`config.mk`:
```
export PLATFORM = sky130hd
export DESIGN_NAME = adder_rr_sched
export DESIGN_NICKNAME = d
export VERILOG_FILES = /design/src/rtl/adder_rr_sched.sv
export SDC_FILE = /design/constraint.sdc
export NUM_CORES = 1
export LEC_CHECK = 0
export BUFFER_PORTS_ARGS = -buffer_cell sky130_fd_sc_hd__clkbuf_2
export CORE_MARGIN = 5
export CORE_UTILIZATION = 46
export DETAILED_ROUTE_END_ITERATION = 8
export GPL_TIMING_DRIVEN = 0
export PLACE_DENSITY = 0.79
export SYNTH_ARGS = -nofsm -noshare
export SYNTH_HDL_FRONTEND = slang
export SYNTH_SLANG_ARGS = --single-unit
```
`constraint.sdc`:
```
create_clock -name clk -period 4.3 [get_ports clk]
set_input_delay 1.29 -clock clk [delete_from_list [all_inputs] [get_ports clk]]
set_output_delay 1.29 -clock clk [all_outputs]
set_load 0.02 [all_outputs]
```
`src/rtl/adder_rr_sched.sv`:
```
// adder_rr_sched: round-robin arbiter sharing one 4-operand+carry adder among NREQ requesters.
// Define ADDER_RR_SCHED_STATS_EN to add the saturating op_count completed-operation counter.
module adder_rr_sched #(
    parameter int NREQ = 4,
    parameter int W    = 8,
    parameter int SW   = 10
) (
    input  logic                      clk,
    input  logic                      rst,
    input  logic [NREQ-1:0]           req_valid,
    output logic [NREQ-1:0]           req_ready,
    input  logic [NREQ*(4*W+1)-1:0]   req_ops,
    output logic                      rsp_valid,
    input  logic                      rsp_ready,
    output logic [$clog2(NREQ)-1:0]   rsp_id,
    output logic [SW-1:0]             rsp_sum,
    output logic                      rsp_zero,
`ifdef ADDER_RR_SCHED_STATS_EN
    output logic [15:0]               op_count,
`endif
    output logic [1:0]                dbg_state_o
);
    localparam int IDW = $clog2(NREQ);
    localparam int BW  = 4*W+1;
    localparam int AW  = (SW > W+3) ? SW : W+3;

    typedef enum logic [1:0] {
        S_IDLE = 2'd0,
        S_CALC = 2'd1,
        S_RESP = 2'd2
    } state_t;

    state_t           state_q, state_d;
    logic [IDW-1:0]   rr_ptr_q, rr_ptr_d;
    logic [IDW-1:0]   id_q, id_d;
    logic [IDW-1:0]   gnt_idx;
    logic             gnt_found;
    logic [BW-1:0]    ops_q, ops_d;
    logic [SW-1:0]    sum_q, sum_d;
    logic             zero_q, zero_d;
    logic [SW-1:0]    sum_trunc;
    logic             accept;
    logic             rsp_fire;

    // Handshakes: a transfer happens on a rising edge where valid and ready are both high.
    // req_ready is a one-cycle grant offer and may go away if the requester drops valid;
    // rsp_valid stays high with a stable payload until rsp_ready is seen.

    // Search rr_ptr, rr_ptr+1, ... wrapping at NREQ-1 so unused ids are never visited.
    always_comb begin
        int idx;
        idx       = 0;
        gnt_found = 1'b0;
        gnt_idx   = '0;
        for (int k = 0; k < NREQ; k++) begin
            idx = int'(rr_ptr_q) + k;
            if (idx >= NREQ) idx = idx - NREQ;
            if (!gnt_found && req_valid[idx]) begin
                gnt_found = 1'b1;
                gnt_idx   = IDW'(idx);
            end
        end
    end

    assign accept   = (state_q == S_IDLE) && gnt_found;
    assign rsp_fire = (state_q == S_RESP) && rsp_ready;

    always_ff @(posedge clk) begin
        if (rst) state_q <= S_IDLE;
        else     state_q <= state_d;
    end

    always_comb begin
        state_d = state_q;
        case (state_q)
            S_IDLE:  if (accept)   state_d = S_CALC;
            S_CALC:                state_d = S_RESP;
            S_RESP:  if (rsp_fire) state_d = S_IDLE;
            default:               state_d = S_IDLE;
        endcase
    end

    always_comb begin
        req_ready = '0;
        if (accept && !rst) req_ready[gnt_idx] = 1'b1;
        rsp_valid   = (state_q == S_RESP);
        rsp_id      = id_q;
        rsp_sum     = sum_q;
        rsp_zero    = zero_q;
        dbg_state_o = state_q;
    end

    // Operands widened before summing so the carry chain is exact, then wrapped to SW bits.
    assign sum_trunc = SW'(AW'(ops_q[W-1:0])     + AW'(ops_q[2*W-1:W]) +
                           AW'(ops_q[3*W-1:2*W]) + AW'(ops_q[4*W-1:3*W]) +
                           AW'(ops_q[4*W]));

    always_comb begin
        ops_d    = ops_q;
        id_d     = id_q;
        sum_d    = sum_q;
        zero_d   = zero_q;
        rr_ptr_d = rr_ptr_q;
        if (accept) begin
            ops_d = req_ops[int'(gnt_idx)*BW +: BW];
            id_d  = gnt_idx;
        end
        if (state_q == S_CALC) begin
            sum_d  = sum_trunc;
            zero_d = (sum_trunc == '0);
        end
        if (rsp_fire) rr_ptr_d = (id_q == IDW'(NREQ-1)) ? '0 : id_q + 1'b1;
    end

    always_ff @(posedge clk) begin
        if (rst) begin
            rr_ptr_q <= '0;
            id_q     <= '0;
            ops_q    <= '0;
            sum_q    <= '0;
            zero_q   <= 1'b0;
        end else begin
            rr_ptr_q <= rr_ptr_d;
            id_q     <= id_d;
            ops_q    <= ops_d;
            sum_q    <= sum_d;
            zero_q   <= zero_d;
        end
    end

`ifdef ADDER_RR_SCHED_STATS_EN
    logic [15:0] cnt_q, cnt_d;

    always_comb begin
        cnt_d = cnt_q;
        if (rsp_fire && cnt_q != 16'hFFFF) cnt_d = cnt_q + 16'd1;
    end

    always_ff @(posedge clk) begin
        if (rst) cnt_q <= '0;
        else     cnt_q <= cnt_d;
    end

    assign op_count = cnt_q;
`endif

endmodule

```
Yosys cells after proc, flatten, opt, wreduce, memory -nomap -nowiden:

Index checks and enable logic that the tools add are counted.

* bits in registers: 50
* latch bits: 0
* bits in writable memories: 0
* bits in read-only memories: 0
* output and inout bits: 20
* logic and storage cells: 80
* memories kept: 0

* add/subtract/negate cells: 12
* multipliers: 1
* div/mod/pow operators: 0
* $lt $le $gt $ge: 10
* equal/unequal tests: 5
* shift-type cells: 1
* muxes and demuxes: 31
* bitwise logic cells: 0
* reductions and logical operators: 14

Operators by type and width (number)
* $shiftx A132 B9 Y33: 1
* $lt A32 B4 Y1 const B: 4
* $mux W32: 4
* $mux W2: 7
* $mux W1: 13
* $sub A3 B3 Y4 const B: 3
* $add A10 B1 Y10: 1
* $add A10 B8 Y10: 1
* $add A9 B8 Y10: 1
* $logic_not A10 Y1: 1
* $add A8 B8 Y9: 1
* $ge A3 B3 Y1 const B: 3
* $bmux W1 S2: 4
* $mul A2 B6 Y8 const B: 1
* $logic_and A1 B1 Y1: 7
* $add A2 B2 Y3 const B: 2
* $pmux W2 S3: 1
* $eq A2 B2 Y1 const B: 2
* $logic_not A1 Y1: 4
* $mux W4: 1
* $sub A2 B3 Y4 const B: 1
* $add A2 B1 Y3 const B: 1
* $ge A2 B3 Y1 const B: 1
* $lt A2 B3 Y1 const B: 1
* 8 further kinds: 8

Logic depth before layout (Yosys ltp):

Gate-level depths: netlist of run 1.

* word-level depth: 20
* mapped depth: 11

Worst setup path before layout of run 1:

No wires, ideal clock.

* kind: input-to-output
* from: in req_valid[3]
* to: out req_ready[2]
* data arrival time: 2.520 ns
* data required time: 3.010 ns
* slack: 0.490 ns
* stages on the path: 6
* cells stage by stage: nor2_1 > a311o_1 > nor2_2 > nand2_1 > clkbuf_1 > nor2_1

* word-level cells in the longest chain between the ends: 18

RTL lines
* from (decl): RTL line 10 `input logic [NREQ-1:0] req_valid,`
* $bmux W1 S2: RTL line 58 `if (!gnt_found && req_valid[idx]) begin`
* $mux W1 (implied by the code) (2 in a row): RTL line 58
* $mux W1: RTL line 58
* $logic_not A1 Y1: RTL line 58
* $logic_and A1 B1 Y1: RTL line 58
* $mux W1: RTL line 58
* $logic_not A1 Y1: RTL line 58
* $logic_and A1 B1 Y1: RTL line 58
* $mux W1: RTL line 58
* $logic_not A1 Y1: RTL line 58
* $logic_and A1 B1 Y1: RTL line 58
* $mux W2: RTL line 58
* $lt A2 B3 Y1 (implied by the code) or $ge A2 B1 Y1 (tied branches): RTL line 85 `if (accept && !rst) req_ready[gnt_idx] = 1'b1;`
* $logic_and A1 B1 Y1 (implied by the code): RTL line 85
* $mux W1 (implied by the code): RTL line 85
* $demux W1 S2: RTL line 85
* $mux W4 (*): RTL line 85
* to (decl): RTL line 11 `output logic [NREQ-1:0] req_ready,`

Mark *: on every way between the ends. The rest lies on a longest branch, timed or not. The select of a mux whose other input is x is not followed.

Final worst setup path of run 1:

* from: in req_valid[3]
* to: out req_ready[3]

The elaborated chain is that of the path after synthesis.

==> results of run 1 <==
-- worst min-delay path, stage by stage, from the launching register on --
cell and delay [ns]:
dfxtp_1 0.32, nand2_1 0.05, a21oi_1 0.05
-- repair_timing --
action | 4_1_cts | 5_1_grt
resized for setup | 0 | 3
endpoints found under the hold margin | 0 | 0
endpoints found under the setup margin | 0 | 2
-- sequential cells by signal (all words and copies together) (netlist names) --
register,count
dbg_state_o,2
rsp_zero,1
ops_q,33
rsp_id,2
rr_ptr_q,2
rsp_sum,10
-- worst paths after layout --
path / startpoint / slack, ns / to / depth (start not counted)
setup / recovery: req_valid[3] / 0.19 / req_ready[3] / 8
hold / removal: rsp_sum[6]$_SDFFE_PP0N_ / 0.46 / rsp_sum[6]$_SDFFE_PP0N_ / 2
setup reg to reg: ops_q[1]$_SDFFE_PP0P_ / 1.00 / rsp_zero$_SDFFE_PP0N_ / 9
hold reg to reg: rsp_sum[6]$_SDFFE_PP0N_ / 0.46 / rsp_sum[6]$_SDFFE_PP0N_ / 2
-- cell type report --
cell class,instances,area share
Tap cell,99,0.0283
Timing Repair Buffer,157,0.180
Clock inverter,2,0.00859
Sequential cell,50,0.229
Clock buffer,6,0.0166
Inverter,31,0.0266
Buffer,23,0.0332
Multi-Input combinational cell,253,0.478
-- logic make-up (layout without fill, tap and decap cells) --
family          Yosys count  in the layout  synth area share
compound gates           69             69             0.161
xor+xnor                  6              6            0.0157
fa+ha+maj                26             26             0.135
buf+inv                  54            219            0.0777
flops                    50             50             0.299
mux                      68             68             0.203
simple gates             84             84             0.108
-- layer usage --
layer / vias up / GRT usage / share of wire
li1: 1596 / - / -
met1: 1516 / 0.275 / 0.42
met2: 122 / 0.373 / 0.50
met3: 9 / 0.0355 / 0.063
met4: 0 / 0.0601 / 0.0099
met5: - / 0 / 0
-- cells in the mapped netlist (4+ instances only) --
library cell / instances / area [um^2]
mux2i_1: 68 / 681
dfxtp_1: 50 / 1000
nand2_1: 50 / 188
o221ai_1: 34 / 298
inv_1: 30 / 113
fa_1: 17 / 340
nor2_1: 16 / 60.1
a21oi_1: 14 / 70.1
clkbuf_1: 11 / 41.3
ha_1: 9 / 113
buf_6: 6 / 67.6
buf_2: 4 / 20.0
nand2b_1: 4 / 25.0
xor2_1: 4 / 35.0
-- where the power goes --
| group | switching (mW) | internal, mW | total (mW) |
|---|---|---|---|
| clock | 0.161 | 0.174 | 0.335 |
| combinational | 0.406 | 0.320 | 0.726 |
| sequential | 0.0461 | 0.529 | 0.575 |
| total | 0.613 | 1.02 | 1.64 |
==> impl_metrics.csv, run 1 <==
group,metric,value,unit
grt,grt-ovfl-total,0,
clocking,clk_latency,0.31,ns
placement,post-place-ws,0.0936,ns
logic_synthesis,synth-edff-count,0,
clocking,clockBufferDepth,2,
route,routed_wl,9740,um
sta,fin_tns_setup,0,ns
finish,seq_area,1000,um^2
finish,stdcell_area,4370,um^2
clocking,clock-root-buffer,"clkbuf_8",
floorplanning,num_io_pins,159,
clocking,post_cts_buffers,0,
route,remaining_drc_errors,0,
clocking,cts.clk_slew.worst_paths,0.09,ns
placement,globalplace.congestion,0.794,
finish,final_common_cell,"clkbuf_2",
grt,grt_pass1_wl,15200,um
finish,drive_above_1_share,0.349,
floorplanning,die_area,9090,um^2
worst_setup_path,path_cells,"clkbuf_2 -> nor2_1 -> a311o_1 -> nor2_2 -> nand2_1 -> buf_2 -> nor2_1 -> clkbuf_2",
placement,dp.cells,613,
sta,finalMaxSlewViolations,0,
finish,areaGrowthSynthToFinish,30.5,%
worst_setup_path,critical_path_class,"input port to output port",
worst_setup_path,crit_required,3.01,ns
worst_setup_path,end_kind,"output port",
logic_synthesis,synth_seq_cells,50,
placement,port_buffers,157,
route,firstDrtPassIters,4,
route,ant_nets,0,
sta,hold_violations,0,
run,maxCapViolations,0,
route,vias,3243,
floorplanning,coreArea,7180,um^2
power,p_leak,2.14,nW
logic_synthesis,synth-async-reset-ratio,0,
sta,setup_viol,0,
worst_setup_path,cp_max_fo,10,
sta,worst_pin_slew,0.551,ns
finish,insertedDiodeCount,0,
logic_synthesis,ys_warn_count,0,
grt,grt_usage,0.215,
sta,fin_worst_skew,0.00993,ns
logic_synthesis,ys.flop_type,"dfxtp_1",
floorplanning,rows,31,
floorplanning,initial_core_util,0.467,
route,wl_per_cell,15.7,um
finish,stdcell_count,621,
floorplanning,chipWidth,95.3,um
worst_setup_path,worst-path-buf-inv,3,
logic_synthesis,synthCells,357,
route,viasPerCell,5.22,
route,initialDrtViolationCount,129,
worst_setup_path,cp-start-kind,"input port",
clocking,numCtsBuffers,5,
grt,antenna_found_initial,0,
floorplanning,fp.dieH,95.3,um
finish,final_cell_mix,"clkbuf_2, mux2i_1, nand2_1, dfxtp_1, o221ai_1",
sta,fin_ws,0.192,ns
logic_synthesis,ys_seq_area_frac,0.299,
sta,holdWs,0.459,ns
placement,dpl-instance-area,4260,um^2
logic_synthesis,ys_types,40,
placement,post-dp-hpwl,8210,um
worst_hold_path,hp-class,"flip-flop to flip-flop",
clocking,cts_sinks,50,
power,irDropWorstVdd,0.000194,V
worst_setup_path,arrival,2.82,ns
logic_synthesis,syn-num-nets,522,
finish,multi_input_area,2090,um^2
power,power_density,374,nW/um^2
sta,slew_headroom,0.633,
sta,post-route-min-period,4.11,ns
sta,timing.fmax,243,MHz
clocking,htreeDepth,2,
worst_setup_path,cp_slowest_cell,"a311o_1",
power,p_total,1.64,mW
worst_setup_path,crit_path_max_incr_delay,0.43,ns
grt,grt_pass1_vias,3358,
logic_synthesis,netlist_area,3350,um^2
clocking,tritoncts,"built",
status,run_status,"finished clean",
clocking,cts-hold-fix-buffers,0,
finish,fin_nets,686,
grt,grt_max_degree,16,
finish,n_fill_cell,647,
worst_setup_path,critPathTopFamily,"buffers and inverters",
sta,fin_crit_sh,0.955,
finish,utilization,0.609,
sta,rsz0062_at_grt,"false",
logic_synthesis,syn_area_per_cell,9.38,um^2
No activity file was read; power rests on OpenSTA's default activity.
==> inputs of run 2 (changes only) <==
--- a/config.mk
+++ b/config.mk
@@ -11,6 +11,8 @@
 export DETAILED_ROUTE_END_ITERATION = 8
 export GPL_TIMING_DRIVEN = 0
 export PLACE_DENSITY = 0.79
+export RECOVER_POWER = 50
+export SKIP_CTS_REPAIR_TIMING = 1
 export SYNTH_ARGS = -nofsm -noshare
 export SYNTH_HDL_FRONTEND = slang
 export SYNTH_SLANG_ARGS = --single-unit
==> run 2 against run 1 <==
Against the previous run: final area decreased by 0.46%; critical path type unchanged; final cell count unchanged; routed wire length increased by 0.48%; total power decreased by 0.31%; register-to-register slack about the same; highest routed layer unchanged.
==> impl_metrics.csv, run 2 (synthesized netlist as in run 1, its figures left out) <==
group,metric,value,unit
floorplanning,fp.dieH,95.3,um
power,p_leak,2.08,nW
sta,timing.fmax,244,MHz
run,maxCapViolations,0,
sta,hold_violations,0,
worst_setup_path,cp_slowest_cell,"a311o_1",
route,remaining_drc_errors,0,
placement,post-dp-hpwl,8210,um
worst_setup_path,end_kind,"output port",
worst_setup_path,worst-path-buf-inv,3,
placement,globalplace.congestion,0.794,
floorplanning,die_area,9090,um^2
worst_setup_path,r2r_start,"ops_q[1]$_SDFFE_PP0P_",
route,vias,3242,
finish,largest_reg_flops,33,
worst_setup_path,path_cells,"clkbuf_2 -> nor2_1 -> a311o_1 -> nor2_2 -> nand2_1 -> buf_2 -> nor2_1 -> clkbuf_2",
finish,fin_nets,686,
floorplanning,initial_core_util,0.467,
sta,post-route-min-period,4.10,ns
worst_setup_path,rr_endpoint,"rsp_zero$_SDFFE_PP0N_",
route,ant_nets,0,
sta,setup_viol,0,
floorplanning,num_io_pins,159,
grt,grt_pass1_vias,3358,
finish,insertedDiodeCount,0,
clocking,clock-root-buffer,"clkbuf_8",
grt,grt_max_degree,16,
sta,finalMaxSlewViolations,0,
sta,worst_pin_slew,0.554,ns
clocking,htreeDepth,2,
worst_setup_path,crit_path_max_incr_delay,0.43,ns
worst_setup_path,cp_max_fo,10,
finish,utilization,0.606,
floorplanning,chipWidth,95.3,um
sta,fin_tns_setup,0,ns
worst_setup_path,crit_required,3.01,ns
finish,final_common_cell,"clkbuf_2",
power,sw_frac_of_total,0.376,
route,firstDrtPassIters,4,
clocking,clk_latency,0.31,ns
worst_hold_path,hp-class,"flip-flop to flip-flop",
floorplanning,rows,31,
route,viasPerCell,5.22,
power,clockPowerShare,0.205,
status,run_status,"finished clean",
grt,grt-ovfl-total,0,
power,power_density,375,nW/um^2
clocking,tritoncts,"built",
power,pwr-share-comb,0.442,
clocking,clockBufferDepth,2,
route,wl_per_cell,15.8,um
route,initialDrtViolationCount,133,
sta,fin_worst_skew,0.00969,ns
finish,areaGrowthSynthToFinish,29.9,%
worst_setup_path,cp-start-kind,"input port",
power,p_int,1.02,mW
floorplanning,coreArea,7180,um^2
worst_setup_path,r2r_cells,9,
sta,slew_headroom,0.631,
worst_setup_path,critPathTopFamily,"buffers and inverters",
power,power.switching,0.614,mW
clocking,cts.clk_slew.worst_paths,0.09,ns
worst_setup_path,startpoint,"req_valid[3]",
worst_setup_path,critical_path_class,"input port to output port",
clocking,numCtsBuffers,5,
finish,largest_register,"ops_q",
finish,drive_above_1_share,0.318,
worst_setup_path,r2r_slack,1.00,ns
worst_setup_path,arrival,2.81,ns
power,p_seq_frac,0.353,
worst_hold_path,whs_path_depth,2,
placement,port_buffers,157,
power,irDropWorstVdd,0.000195,V
grt,grt_usage,0.215,
sta,rsz0062_at_grt,"false",
worst_hold_path,holdPathEnd,"rsp_sum[6]$_SDFFE_PP0N_",
clocking,cts_sinks,50,
grt,antenna_found_initial,0,
sta,fin_crit_sh,0.954,
grt,grt_pass1_wl,15200,um
finish,final_cell_mix,"clkbuf_2, mux2i_1, nand2_1, dfxtp_1, o221ai_1",
worst_hold_path,hp-start,"rsp_sum[6]$_SDFFE_PP0N_",
route,routed_wl,9780,um
run 2: cell count changes in the layout (fill, tap and decap cells not counted):
cell and delta:
clkbuf_1 +16, clkbuf_2 -16
run 2: how the worst max path moves through the flow:
stage | endpoint | slack (ns) | cells after the start
floorplan | req_ready[2] | 0.49 | 6
global placement | req_ready[3] | 0.1 | 8
detailed placement | req_ready[3] | 0.09 | 8
CTS | req_ready[3] | 0.08 | 8
global route | req_ready[2] | 0.01 | 8
finish | req_ready[3] | 0.20 | 8
run 2: metal layers:
metal	GRT usage	share of wire	vias to the layer above
li1	-	-	1598
met1	0.275	0.42	1511
met2	0.373	0.51	124
met3	0.0355	0.066	9
met4	0.0601	0.0098	0
met5	0	0	-
run 2: area by class of cell:
cell class	instances	area, um^2
multi-input combinational	253	2090
sequential	50	1000
buffer	23	145
tap	99	124
clock inverter	2	37.5
clock buffer	6	72.6
fill	657	2830
inverter	31	116
timing repair buffer	157	766
run 2: power groups by stage:
| stage | combinational (mW) | sequential, mW | clock [mW] |
|---|---|---|---|
| 3_5_place_dp | 0.722 | 0.587 | 0 |
| 6_report | 0.721 | 0.575 | 0.335 |
| 4_1_cts | 0.728 | 0.576 | 0.336 |
| 3_3_place_gp | 0.709 | 0.583 | 0 |
| 5_1_grt | 0.798 | 0.584 | 0.357 |
| 2_1_floorplan | 0.485 | 0.602 | 0 |
run 2: tightest hold or removal path, stage by stage, from the launching register on:
cell	delay, ns
dfxtp_1	0.32
nand2_1	0.05
a21oi_1	0.05
run 2: metrics by stage:
step                      hold slack, ns  std cells  setup WS, ns  cell area [um^2]  total power, mW
after floorplan                    0.433        357         0.490              3350             1.09
after global placement             0.445        613        0.0979              4260             1.29
after detailed placement           0.450        613        0.0936              4260             1.31
after CTS                          0.463        621        0.0812              4370             1.64
after global routing               0.473        621        0.0128              4350             1.74
final                              0.465        621         0.197              4350             1.63
